**src/rtl/fp_addsub_pipe.sv**
```systemverilog
`default_nettype none
// ============================================================================
// fp_addsub_pipe : 3-stage pipelined floating-point add/sub (RNE, FTZ) with
//                  valid/ready handshake and full backpressure.
// Revision       : 1.0
// ============================================================================
module fp_addsub_pipe #(
  parameter  int EXP_W = 8,
  parameter  int MAN_W = 23,
  localparam int W     = EXP_W + MAN_W + 1
) (
  input  logic         clk,
  input  logic         rst,
  input  logic         in_valid,
  output logic         in_ready,
  input  logic         add_sub,
  input  logic [W-1:0] opa,
  input  logic [W-1:0] opb,
  output logic         out_valid,
  input  logic         out_ready,
  output logic [W-1:0] sum,
  output logic [3:0]   flags
);

  localparam int c_sig_w = MAN_W + 3;
  localparam int c_sum_w = MAN_W + 5;
  localparam int c_sh_w  = $clog2(c_sig_w + 1);
  localparam int c_x_w   = EXP_W + c_sh_w + 2;
  localparam logic signed [c_x_w-1:0] c_emax = c_x_w'((1 << EXP_W) - 1);

  logic w_advance;
  assign w_advance = !out_valid || out_ready;
  assign in_ready  = w_advance;

  // ---------------- stage 1: classify, swap, align ----------------
  logic                 w_sa, w_sb;
  logic [EXP_W-1:0]     w_ea, w_eb, w_big_e, w_sml_e, w_diff;
  logic [MAN_W-1:0]     w_fa, w_fb, w_big_f, w_sml_f;
  logic                 w_big_s, w_sml_s, w_swap;
  logic                 w_a_zero, w_b_zero, w_a_nan, w_b_nan, w_a_inf, w_b_inf;
  logic [c_sh_w-1:0]    w_shamt;
  logic [2*c_sig_w-1:0] w_shifted;
  logic                 w_spec;
  logic [W-1:0]         w_spec_val;
  logic [3:0]           w_spec_flg;

  assign w_sa = opa[W-1];
  assign w_ea = opa[W-2:MAN_W];
  assign w_fa = opa[MAN_W-1:0];
  assign w_sb = opb[W-1] ^ ~add_sub;
  assign w_eb = opb[W-2:MAN_W];
  assign w_fb = opb[MAN_W-1:0];

  always_comb begin
    w_a_zero = (w_ea == '0);
    w_b_zero = (w_eb == '0);
    w_a_nan  = (&w_ea) & (|w_fa);
    w_b_nan  = (&w_eb) & (|w_fb);
    w_a_inf  = (&w_ea) & ~(|w_fa);
    w_b_inf  = (&w_eb) & ~(|w_fb);
    w_swap   = {w_eb, w_fb} > {w_ea, w_fa};
    w_big_s  = w_swap ? w_sb : w_sa;
    w_sml_s  = w_swap ? w_sa : w_sb;
    w_big_e  = w_swap ? w_eb : w_ea;
    w_sml_e  = w_swap ? w_ea : w_eb;
    w_big_f  = w_swap ? w_fb : w_fa;
    w_sml_f  = w_swap ? w_fa : w_fb;
    w_diff   = w_big_e - w_sml_e;
    if ({{(32-EXP_W){1'b0}}, w_diff} >= c_sig_w)
      w_shamt = c_sh_w'(c_sig_w);
    else
      w_shamt = w_diff[c_sh_w-1:0];
    // Low half collects every bit shifted past R; it becomes the sticky bit.
    w_shifted = {1'b1, w_sml_f, 2'b00, {c_sig_w{1'b0}}} >> w_shamt;

    w_spec     = 1'b1;
    w_spec_flg = 4'b0000;
    if (w_a_nan | w_b_nan | (w_a_inf & w_b_inf & (w_sa ^ w_sb))) begin
      w_spec_val = {1'b0, {EXP_W{1'b1}}, 1'b1, {(MAN_W-1){1'b0}}};
      w_spec_flg = 4'b1000;
    end else if (w_a_inf)
      w_spec_val = {w_sa, {EXP_W{1'b1}}, {MAN_W{1'b0}}};
    else if (w_b_inf)
      w_spec_val = {w_sb, {EXP_W{1'b1}}, {MAN_W{1'b0}}};
    else if (w_a_zero & w_b_zero)
      w_spec_val = {w_sa & w_sb, {(W-1){1'b0}}};
    else if (w_a_zero)
      w_spec_val = {w_sb, w_eb, w_fb};
    else if (w_b_zero)
      w_spec_val = opa;
    else begin
      w_spec     = 1'b0;
      w_spec_val = '0;
    end
  end

  logic               s1_valid_q, s1_spec_q, s1_sign_q, s1_sub_q, s1_sticky_q;
  logic [W-1:0]       s1_spec_val_q;
  logic [3:0]         s1_spec_flg_q;
  logic [EXP_W-1:0]   s1_exp_q;
  logic [c_sig_w-1:0] s1_big_q, s1_sml_q;

  // ---------------- stage 2: magnitude add / subtract ----------------
  logic [c_sum_w-1:0] w_opa_ext, w_opb_ext, w_raw;
  assign w_opa_ext = {1'b0, s1_big_q, 1'b0};
  assign w_opb_ext = {1'b0, s1_sml_q, s1_sticky_q};
  assign w_raw     = s1_sub_q ? (w_opa_ext - w_opb_ext) : (w_opa_ext + w_opb_ext);

  logic               s2_valid_q, s2_spec_q, s2_sign_q;
  logic [W-1:0]       s2_spec_val_q;
  logic [3:0]         s2_spec_flg_q;
  logic [EXP_W-1:0]   s2_exp_q;
  logic [c_sum_w-1:0] s2_raw_q;

  // ---------------- stage 3: normalise, round, pack ----------------
  logic [c_sh_w-1:0]        w_lz;
  logic [c_sum_w-2:0]       w_norm;
  logic signed [c_x_w-1:0]  w_exp_x, w_exp_n, w_exp_r;
  logic                     w_up;
  logic [MAN_W+1:0]         w_rnd;
  logic [W-1:0]             sum_d;
  logic [3:0]               flags_d;

  always_comb begin
    w_lz = '0;
    for (int i = 0; i < c_sum_w - 1; i++)
      if (s2_raw_q[i]) w_lz = c_sh_w'(c_sum_w - 2 - i);
    w_exp_x = $signed({{(c_x_w-EXP_W){1'b0}}, s2_exp_q});
    if (s2_raw_q[c_sum_w-1]) begin
      w_norm  = {s2_raw_q[c_sum_w-1:2], |s2_raw_q[1:0]};
      w_exp_n = w_exp_x + c_x_w'(1);
    end else begin
      w_norm  = s2_raw_q[c_sum_w-2:0] << w_lz;
      w_exp_n = w_exp_x - $signed({{(c_x_w-c_sh_w){1'b0}}, w_lz});
    end
    w_up    = w_norm[2] & (w_norm[1] | w_norm[0] | w_norm[3]);
    w_rnd   = {1'b0, w_norm[c_sum_w-2:3]} + {{(MAN_W+1){1'b0}}, w_up};
    w_exp_r = w_exp_n + {{(c_x_w-1){1'b0}}, w_rnd[MAN_W+1]};

    if (s2_spec_q) begin
      sum_d   = s2_spec_val_q;
      flags_d = s2_spec_flg_q;
    end else if (s2_raw_q == '0) begin
      sum_d   = '0;
      flags_d = 4'b0000;
    end else if (w_exp_n[c_x_w-1] || (w_exp_n == '0)) begin
      sum_d   = {s2_sign_q, {(W-1){1'b0}}};
      flags_d = 4'b0011;
    end else if (w_exp_r >= c_emax) begin
      sum_d   = {s2_sign_q, {EXP_W{1'b1}}, {MAN_W{1'b0}}};
      flags_d = 4'b0101;
    end else begin
      sum_d   = {s2_sign_q, w_exp_r[EXP_W-1:0], w_rnd[MAN_W-1:0]};
      flags_d = {3'b000, |w_norm[2:0]};
    end
  end

  logic         out_valid_q;
  logic [W-1:0] sum_q;
  logic [3:0]   flags_q;

  always_ff @(posedge clk or posedge rst) begin
    if (rst) begin
      s1_valid_q <= 1'b0; s1_spec_q <= 1'b0; s1_sign_q <= 1'b0; s1_sub_q <= 1'b0;
      s1_sticky_q <= 1'b0; s1_spec_val_q <= '0; s1_spec_flg_q <= '0;
      s1_exp_q <= '0; s1_big_q <= '0; s1_sml_q <= '0;
      s2_valid_q <= 1'b0; s2_spec_q <= 1'b0; s2_sign_q <= 1'b0;
      s2_spec_val_q <= '0; s2_spec_flg_q <= '0; s2_exp_q <= '0; s2_raw_q <= '0;
      out_valid_q <= 1'b0; sum_q <= '0; flags_q <= '0;
    end else if (w_advance) begin
      s1_valid_q    <= in_valid;
      s1_spec_q     <= w_spec;
      s1_spec_val_q <= w_spec_val;
      s1_spec_flg_q <= w_spec_flg;
      s1_sign_q     <= w_big_s;
      s1_sub_q      <= w_big_s ^ w_sml_s;
      s1_exp_q      <= w_big_e;
      s1_big_q      <= {1'b1, w_big_f, 2'b00};
      s1_sml_q      <= w_shifted[2*c_sig_w-1:c_sig_w];
      s1_sticky_q   <= |w_shifted[c_sig_w-1:0];
      s2_valid_q    <= s1_valid_q;
      s2_spec_q     <= s1_spec_q;
      s2_spec_val_q <= s1_spec_val_q;
      s2_spec_flg_q <= s1_spec_flg_q;
      s2_sign_q     <= s1_sign_q;
      s2_exp_q      <= s1_exp_q;
      s2_raw_q      <= w_raw;
      out_valid_q   <= s2_valid_q;
      if (s2_valid_q) begin
        sum_q   <= sum_d;
        flags_q <= flags_d;
      end
    end
  end

  assign out_valid = out_valid_q;
  assign sum       = sum_q;
  assign flags     = flags_q;

endmodule
`default_nettype wire
```
**config.mk**
```make
export PLATFORM = sky130hd
export DESIGN_NAME = fp_addsub_pipe
export DESIGN_NICKNAME = d
export VERILOG_FILES = /design/src/rtl/fp_addsub_pipe.sv
export SDC_FILE = /design/constraint.sdc
export NUM_CORES = 1
export LEC_CHECK = 0
export CAP_MARGIN = 5
export CELL_PAD_IN_SITES_DETAIL_PLACEMENT = 0
export CELL_PAD_IN_SITES_GLOBAL_PLACEMENT = 1
export CORE_MARGIN = 2
export CORE_UTILIZATION = 40
export CTS_BUF_LIST = sky130_fd_sc_hd__clkbuf_4 sky130_fd_sc_hd__clkbuf_8
export CTS_CLUSTER_DIAMETER = 60
export CTS_CLUSTER_SIZE = 16
export DETAILED_ROUTE_END_ITERATION = 12
export PLACE_DENSITY_LB_ADDON = 0.12
export SLEW_MARGIN = 20
export SYNTH_ARGS = -nofsm -noshare
export SYNTH_HDL_FRONTEND = slang
export SYNTH_SLANG_ARGS = --single-unit
export TNS_END_PERCENT = 10
```
**constraint.sdc**
```tcl
create_clock -name clk -period 9.5 [get_ports clk]
set_clock_uncertainty 0.1 [all_clocks]
set_input_delay 1.425 -clock clk [delete_from_list [all_inputs] [get_ports clk]]
set_output_delay 1.425 -clock clk [all_outputs]
set_load 0.1 [all_outputs]
```
==> results.tsv, run 1 <==
stage	metric	value	unit
status	status	finished clean	
clocking	cts_setup_buffers	0	
global_route	antenna_found_initial	0	
global_route	grt_pass1_wl	96200	um
cells_and_area	n_antenna_cell	0	
routing	drt_iter0_markers	1318	
power	p_leak	0.00830	uW
global_route	gr-total-overflow	0	
placement	place_area	18500	sq um
routing	drt_pass1_iterations	7	
routing	wl	62600	um
clocking	cts_sinks	205	
floorplan	start_util	0.403	
floorplan	boundaryPins	107	
sta	final-setup-viol-count	0	
synthesis	synth_area	16800	sq um
cells_and_area	finalInstanceArea	19000	sq um
floorplan	fp.dieArea	43800	sq um
placement	io_buffers	106	
sta	slew_violations	0	
worst_hold_path	min_from	s2_spec_val_q[14]	
job	maxCapViolCount	0	
synthesis	yosys.area.top_type_share	0.304	
clocking	hold_buffers	0	
sta	tns	0	ns
critical_path	critPathKind	flop to flop	
power	p_per_area	301	nW/um^2
routing	ant_nets	0	
cells_and_area	multi_input_area	10700	sq um
synthesis	ys_warn_count	0	
synthesis	synth_cell_types	91	
clocking	clockRootBuffer	clkbuf_8	
critical_path	setup.worst_path.end	sum[1]	
critical_path	r2r-end	sum[1]	
critical_path	slowest_stage	a21oi_1	
critical_path	r2r_cells	29	
cells_and_area	fin_nets	2391	
sta	fmax	120	MHz
cells_and_area	register_area	5130	sq um
critical_path	cp-start-kind	flop	
placement	gp_congestion	0.980	
critical_path	worstPathMaxFanout	11	
sta	hold_viol	0	
clocking	cts.clk_slew.worst_paths	0.10	ns
cells_and_area	layout_common_cells	nand2_1, dfrtp_1, nor2_1	
clocking	cts-htree-levels	1	
critical_path	reg2reg_slack	1.15	ns
clocking	clk-insertion-delay-late	0.57	ns
sta	slew_headroom	0.267	
critical_path	cpPeakStageDelay	0.66	ns
cells_and_area	drive_above_1_share	0.0674	
sta	worst_slew_pin_slew	1.10	ns
synthesis	yosysSeqAreaShare	0.304	
clocking	cts_buffers	22	
sta	timing.final.crit_share	0.879	
critical_path	critical_path.startpoint	s2_raw_q[3]	
critical_path	critPathRequiredTime	9.85	ns
cells_and_area	fillers	4307	
critical_path	timing.rr.start	s2_raw_q[3]	
synthesis	ys_seq_elements	205	
routing	vias	16714	
worst_hold_path	hold_class	flop to flop	
synthesis	synth.avg_cell_area	7.71	sq um
critical_path	critPathMostFrequentCell	a21oi_1	
routing	drc	0	
clocking	cts-resized-gates	0	
routing	wl_per_cell	22.5	um
floorplan	die-width	209	um
sta	fin_crit	8.35	ns
power	power.total	5710	uW
cells_and_area	mostFrequentLayoutCell	nand2_1	
synthesis	synth_area_leaders	dfrtp_1, nand2_1, ha_1, o21ai_0, nor2_1	
synthesis	syn_nets	2347	
routing	vias_per_cell	6.01	
global_route	grt_pass1_vias	15984	
synthesis	synth_ff_type	dfrtp_1	
floorplan	rows	75	
global_route	grt_usage	0.282	
synthesis	async_reset_ff_frac	1.00	
critical_path	cp.arrival	8.70	ns
floorplan	core	41800	sq um
critical_path	cp-end-kind	flop	
synthesis	synth_edf_count	0	
cells_and_area	syn_to_final_growth	12.6	%
power	vdd_drop_max	0.000215	V
floorplan	die_h	209	um
global_route	grt_start_max_net_pins	145	
synthesis	synth_largest_area_cell	dfrtp_1	
clocking	cts_buffer_depth	3	
placement	dp_hpwl	48000	um
sta	rsz0062_at_grt	no	
synthesis	syn_inst	2185	
clocking	cts_tree	yes	
-- cell families (layout without fill, tap and decap cells) --
| logic type | Yosys count | in the layout | synth area share |
|---|---|---|---|
| mux | 70 | 70 | 0.0470 |
| simple gates | 820 | 820 | 0.217 |
| buf+inv | 258 | 315 | 0.0610 |
| flops | 205 | 205 | 0.304 |
| compound gates | 683 | 683 | 0.271 |
| fa+ha+maj | 93 | 93 | 0.0700 |
| xor+xnor | 56 | 56 | 0.0296 |
-- per-stage QoR --
stage,hold slack (ns),setup WS (ns),util,std cells
floorplan,0.330,2.10,-,2185
global placement,0.345,0.716,0.442,2743
detailed placement,0.354,0.742,0.442,2743
CTS,0.376,1.20,0.454,2780
global route,0.399,0.547,0.454,2781
finish,0.373,1.15,0.454,2781
-- cells in the mapped netlist (16+ instances only) --
library cell / instances
a211oi_1: 36
a21oi_1: 135
a22o_1: 50
a31oi_1: 47
a32oi_1: 21
clkbuf_1: 108
dfrtp_1: 205
ha_1: 91
inv_1: 114
mux2i_1: 51
nand2_1: 392
nand3_1: 39
nand4_1: 16
nor2_1: 198
nor3_1: 50
nor4_1: 29
o211ai_1: 21
o21ai_0: 157
o21ai_1: 17
o22ai_1: 31
o31ai_1: 17
xnor2_1: 43
-- registers in the layout, summed over array words and instances (netlist names), 4 cells and up --
signal	count
s1_sml_q	26
s1_big_q	24
s2_exp_q	8
s1_spec_val_q	32
s2_raw_q	28
flags	4
sum	32
s2_spec_val_q	32
s1_exp_q	8
-- area by class of cell --
class,count,share of cell area
clock buffers,24,0.0167
clock inverters,13,0.00936
inverters,120,0.0243
multi-input cells,1722,0.566
flip-flops and latches,205,0.270
well taps,539,0.0355
repair buffers,158,0.0782
-- power breakdown --
group	switching [uW]	leakage (uW)	internal [uW]
registers	334	0.00259	1110
logic	2420	0.00546	1190
clock network	362	0.000254	302
total	3110	0.00830	2600
-- metal layers --
metal / vias to the layer above / global-route usage / part of all wire
met3: 139 / 0.0260 / 0.058
met1: 7952 / 0.396 / 0.46
li1: 7998 / - / -
met2: 625 / 0.452 / 0.45
met4: 0 / 0.105 / 0.038
met5: - / 0 / 0
-- worst min path at each step --
stage | to | slack, ns | depth (start not counted)
4_1_cts | s2_spec_val_q[14] | 0.38 | 2
3_5_place_dp | s2_spec_val_q[14] | 0.35 | 2
5_1_grt | s2_spec_val_q[14] | 0.40 | 2
6_report | s2_spec_val_q[14] | 0.37 | 2
3_3_place_gp | s2_spec_val_q[14] | 0.34 | 2
2_1_floorplan | s2_spec_val_q[14] | 0.33 | 2
-- critical path: cells and delay by family (launching register included) --
| kind | cells | cell delay, ns |
|---|---|---|
| flip-flops | 1 | 0.61 |
| multiplexers | 2 | 0.84 |
| adder cells (fa/ha/maj) | 2 | 0.47 |
| XOR/XNOR | 1 | 0.18 |
| AND/OR/NAND/NOR | 9 | 2.37 |
| AO/OA/AOI/OAI | 12 | 2.96 |
| buffers and inverters | 3 | 0.68 |
No activity file was read; power rests on OpenSTA's default activity.
==> run 2: changes to the inputs <==
ABC_AREA = 1   (was default)
CORE_ASPECT_RATIO = 0.7   (was default)
==> results.tsv, run 2 <==
stage	metric	value	unit	change
status	status	finished clean		
clocking	cts_buffer_depth	3		unchanged
synthesis	synth_area_leaders	dfrtp_1, nand2_1, nand3_1, o21ai_0, ha_1		
floorplan	core	40800	sq um	-2.3%
critical_path	cpPeakStageDelay	0.72	ns	+0.06 ns
floorplan	die-width	246	um	+18%
sta	fmax	136	MHz	+14%
cells_and_area	register_area	5130	sq um	unchanged
sta	timing.final.crit_share	0.772		-0.106
routing	wl_per_cell	20.4	um	-9.3%
global_route	grt_pass1_wl	96600	um	+0.50%
synthesis	ys_seq_elements	205		unchanged
cells_and_area	fillers	4406		+2.3%
synthesis	yosysSeqAreaShare	0.312		+0.00751
synthesis	syn_inst	2489		+14%
routing	ant_nets	0		unchanged
global_route	grt_pass1_vias	16148		+1.0%
clocking	clockRootBuffer	clkbuf_8		
critical_path	crit_buf_inv	5		+2
sta	worst_slack	2.16	ns	+1.01 ns
critical_path	critPathRequiredTime	9.84	ns	about the same
clocking	cts_sinks	205		unchanged
critical_path	cp-start-kind	flop		
floorplan	boundaryPins	107		unchanged
floorplan	start_util	0.403		-0.000495
placement	dp_slack	2.34	ns	+1.60 ns
cells_and_area	multi_input_area	9750	sq um	-9.2%
routing	dr_wl_met3	4650	um	+29%
critical_path	critPathTopFamily	simple AND/OR/NAND/NOR gates		
synthesis	async_reset_ff_frac	1.00		unchanged
critical_path	cp.arrival	7.68	ns	-1.02 ns
power	p_per_area	320	nW/um^2	+6.2%
clocking	cts_buffers	19		-14%
placement	placedCellCount	3042		+11%
cells_and_area	mostFrequentLayoutCell	nand2_1		
floorplan	rows	62		-17%
synthesis	synth_area	16400	sq um	-2.4%
cells_and_area	n_antenna_cell	0		unchanged
routing	vias	17454		+4.4%
synthesis	syn_nets	2651		+13%
clocking	hold_buffers	0		unchanged
critical_path	r2r-end	sum[11]		
routing	vias_per_cell	5.68		-5.5%
critical_path	critPathKind	flop to flop		
sta	slew_violations	0		unchanged
routing	wl_met2	26200	um	-6.9%
routing	wl_met1	31000	um	+8.7%
clocking	cts-resized-gates	0		unchanged
placement	gp_congestion	0.958		-2.3%
synthesis	synth_largest_area_cell	dfrtp_1		
cells_and_area	layout_common_cells	nand2_1, nand3_1, inv_1		
synthesis	ys_warn_count	0		unchanged
sta	hold_viol	0		unchanged
synthesis	synth_edf_count	0		unchanged
critical_path	timing.rr.start	s2_raw_q[3]		
sta	final-setup-viol-count	0		unchanged
sta	worst_slew_pin_slew	1.01	ns	-0.0824 ns
clocking	cts.clk_slew.worst_paths	0.10	ns	about the same
cells_and_area	syn_to_final_growth	11.0	%	
synthesis	synth.avg_cell_area	6.61	sq um	-14%
critical_path	critical_path_depth	40		+38%
worst_hold_path	min_path_cells	2		unchanged
clocking	cts-htree-levels	1		unchanged
critical_path	r2r_cells	40		+38%
routing	highest_layer	met4		
power	vdd_drop_max	0.000200	V	-7.0%
critical_path	cp-end-kind	flop		
routing	drt_iter0_markers	1833		+39%
critical_path	worstPathMaxFanout	30		+19
synthesis	yosys.area.top_type_share	0.312		+0.00751
job	maxCapViolCount	0		unchanged
cells_and_area	fin_nets	2681		+12%
synthesis	yosysMostFrequentCell	nand2_1		
power	power.total	5840	uW	+2.2%
synthesis	synth_ff_type	dfrtp_1		
global_route	grt_usage	0.291		+0.00902
sta	rsz0062_at_grt	no		
floorplan	die_h	174	um	-17%
routing	wl	62700	um	+0.15%
worst_hold_path	min_from	s1_spec_val_q[22]		
synthesis	ys_top_cells_by_count	nand2_1, nand3_1, inv_1		
cells_and_area	drive_above_1_share	0.0305		-0.0369
sta	tns	0	ns	unchanged
clocking	cts_tree	yes		
floorplan	fp.dieArea	42800	sq um	-2.3%
worst_hold_path	min_to	s2_spec_val_q[22]		
global_route	gr-total-overflow	0		unchanged
global_route	antenna_found_initial	0		unchanged
power	p_leak	0.00877	uW	+5.6%
routing	drc	0		unchanged
clocking	cts_setup_buffers	0		unchanged
sta	fin_crit	7.34	ns	-1.01 ns
critical_path	reg2reg_slack	2.16	ns	+1.01 ns
placement	io_buffers	106		unchanged
clocking	clk-insertion-delay-late	0.57	ns	about the same
cells_and_area	final_cells	3072		+10%
synthesis	synth_cell_types	50		-45%
worst_hold_path	hold_class	flop to flop		
placement	dp_hpwl	48800	um	+1.7%
routing	drt_pass1_iterations	6		-1
global_route	grt_start_max_net_pins	122		-16%
sta	slew_headroom	0.320		+0.0530
critical_path	slowest_stage	inv_1		
critical_path	critPathMostFrequentCell	nand2_1		
## run 2: cell count changes in the layout (fill, tap and decap cells not counted), moves of 29 or more
cell      change
nor3_1       -37
xnor2_1      -38
nor2_1       -43
inv_1       +159
nand2_1     +213
buf_4        -29
nand3_1     +367
mux2i_1      -51
a211oi_1     -34
o21ai_0      +80
a22oi_1      +32
a22o_1       -50
a31oi_1      -42
## run 2: power by group
| part | leakage [uW] | switching (uW) | internal, uW |
|---|---|---|---|
| sequential | 0.00260 | 233 | 1110 |
| clock | 0.000191 | 338 | 241 |
| combinational | 0.00598 | 2870 | 1050 |
| total | 0.00877 | 3440 | 2390 |
## run 2: through the flow
step	utilization	hold WS, ns	instance area, sq um
final	0.447	0.388	18300
after global routing	0.447	0.427	18300
after global placement	0.438	0.371	17900
after floorplan	-	0.342	16400
after CTS	0.447	0.393	18300
after detailed placement	0.438	0.367	17900
## run 2: worst max path at each step
stage	to	from	slack, ns
after floorplan	flags[0]	rst	2.38
after global placement	s1_sticky_q	opa[28]	2.48
after detailed placement	sum[11]	s2_raw_q[3]	2.34
after CTS	sum[11]	s2_raw_q[3]	2.29
after global routing	sum[11]	s2_raw_q[3]	1.01
final	sum[11]	s2_raw_q[3]	2.16
## run 2: metal layers
metal,up-vias,global-route usage
met5,-,0
li1,8428,-
met2,640,0.422
met3,52,0.0423
met1,8334,0.461
met4,0,0.0434
## run 2: layout make-up
| class | instances | share of cell area |
|---|---|---|
| timing repair buffer | 128 | 0.0678 |
| multi-input combinational | 1881 | 0.534 |
| sequential | 205 | 0.281 |
| clock inverter | 7 | 0.00459 |
| clock buffer | 23 | 0.0163 |
| inverter | 284 | 0.0591 |
| tap | 544 | 0.0373 |
## run 2: tightest hold or removal path, cell delays in order (launching register included)
cell and delay, ns:
dfrtp_1 0.36, nand2_1 0.06, nand2_1 0.05
## run 2: cells by family (layout without fill, tap and decap cells)
group           Yosys count  count (layout)  share of synthesized area
fa+ha+maj                93              93                     0.0717
simple gates           1250            1250                      0.331
buf+inv                 403             442                     0.0962
flops                   205             205                      0.312
compound gates          506             506                      0.172
xor+xnor                 32              32                     0.0170
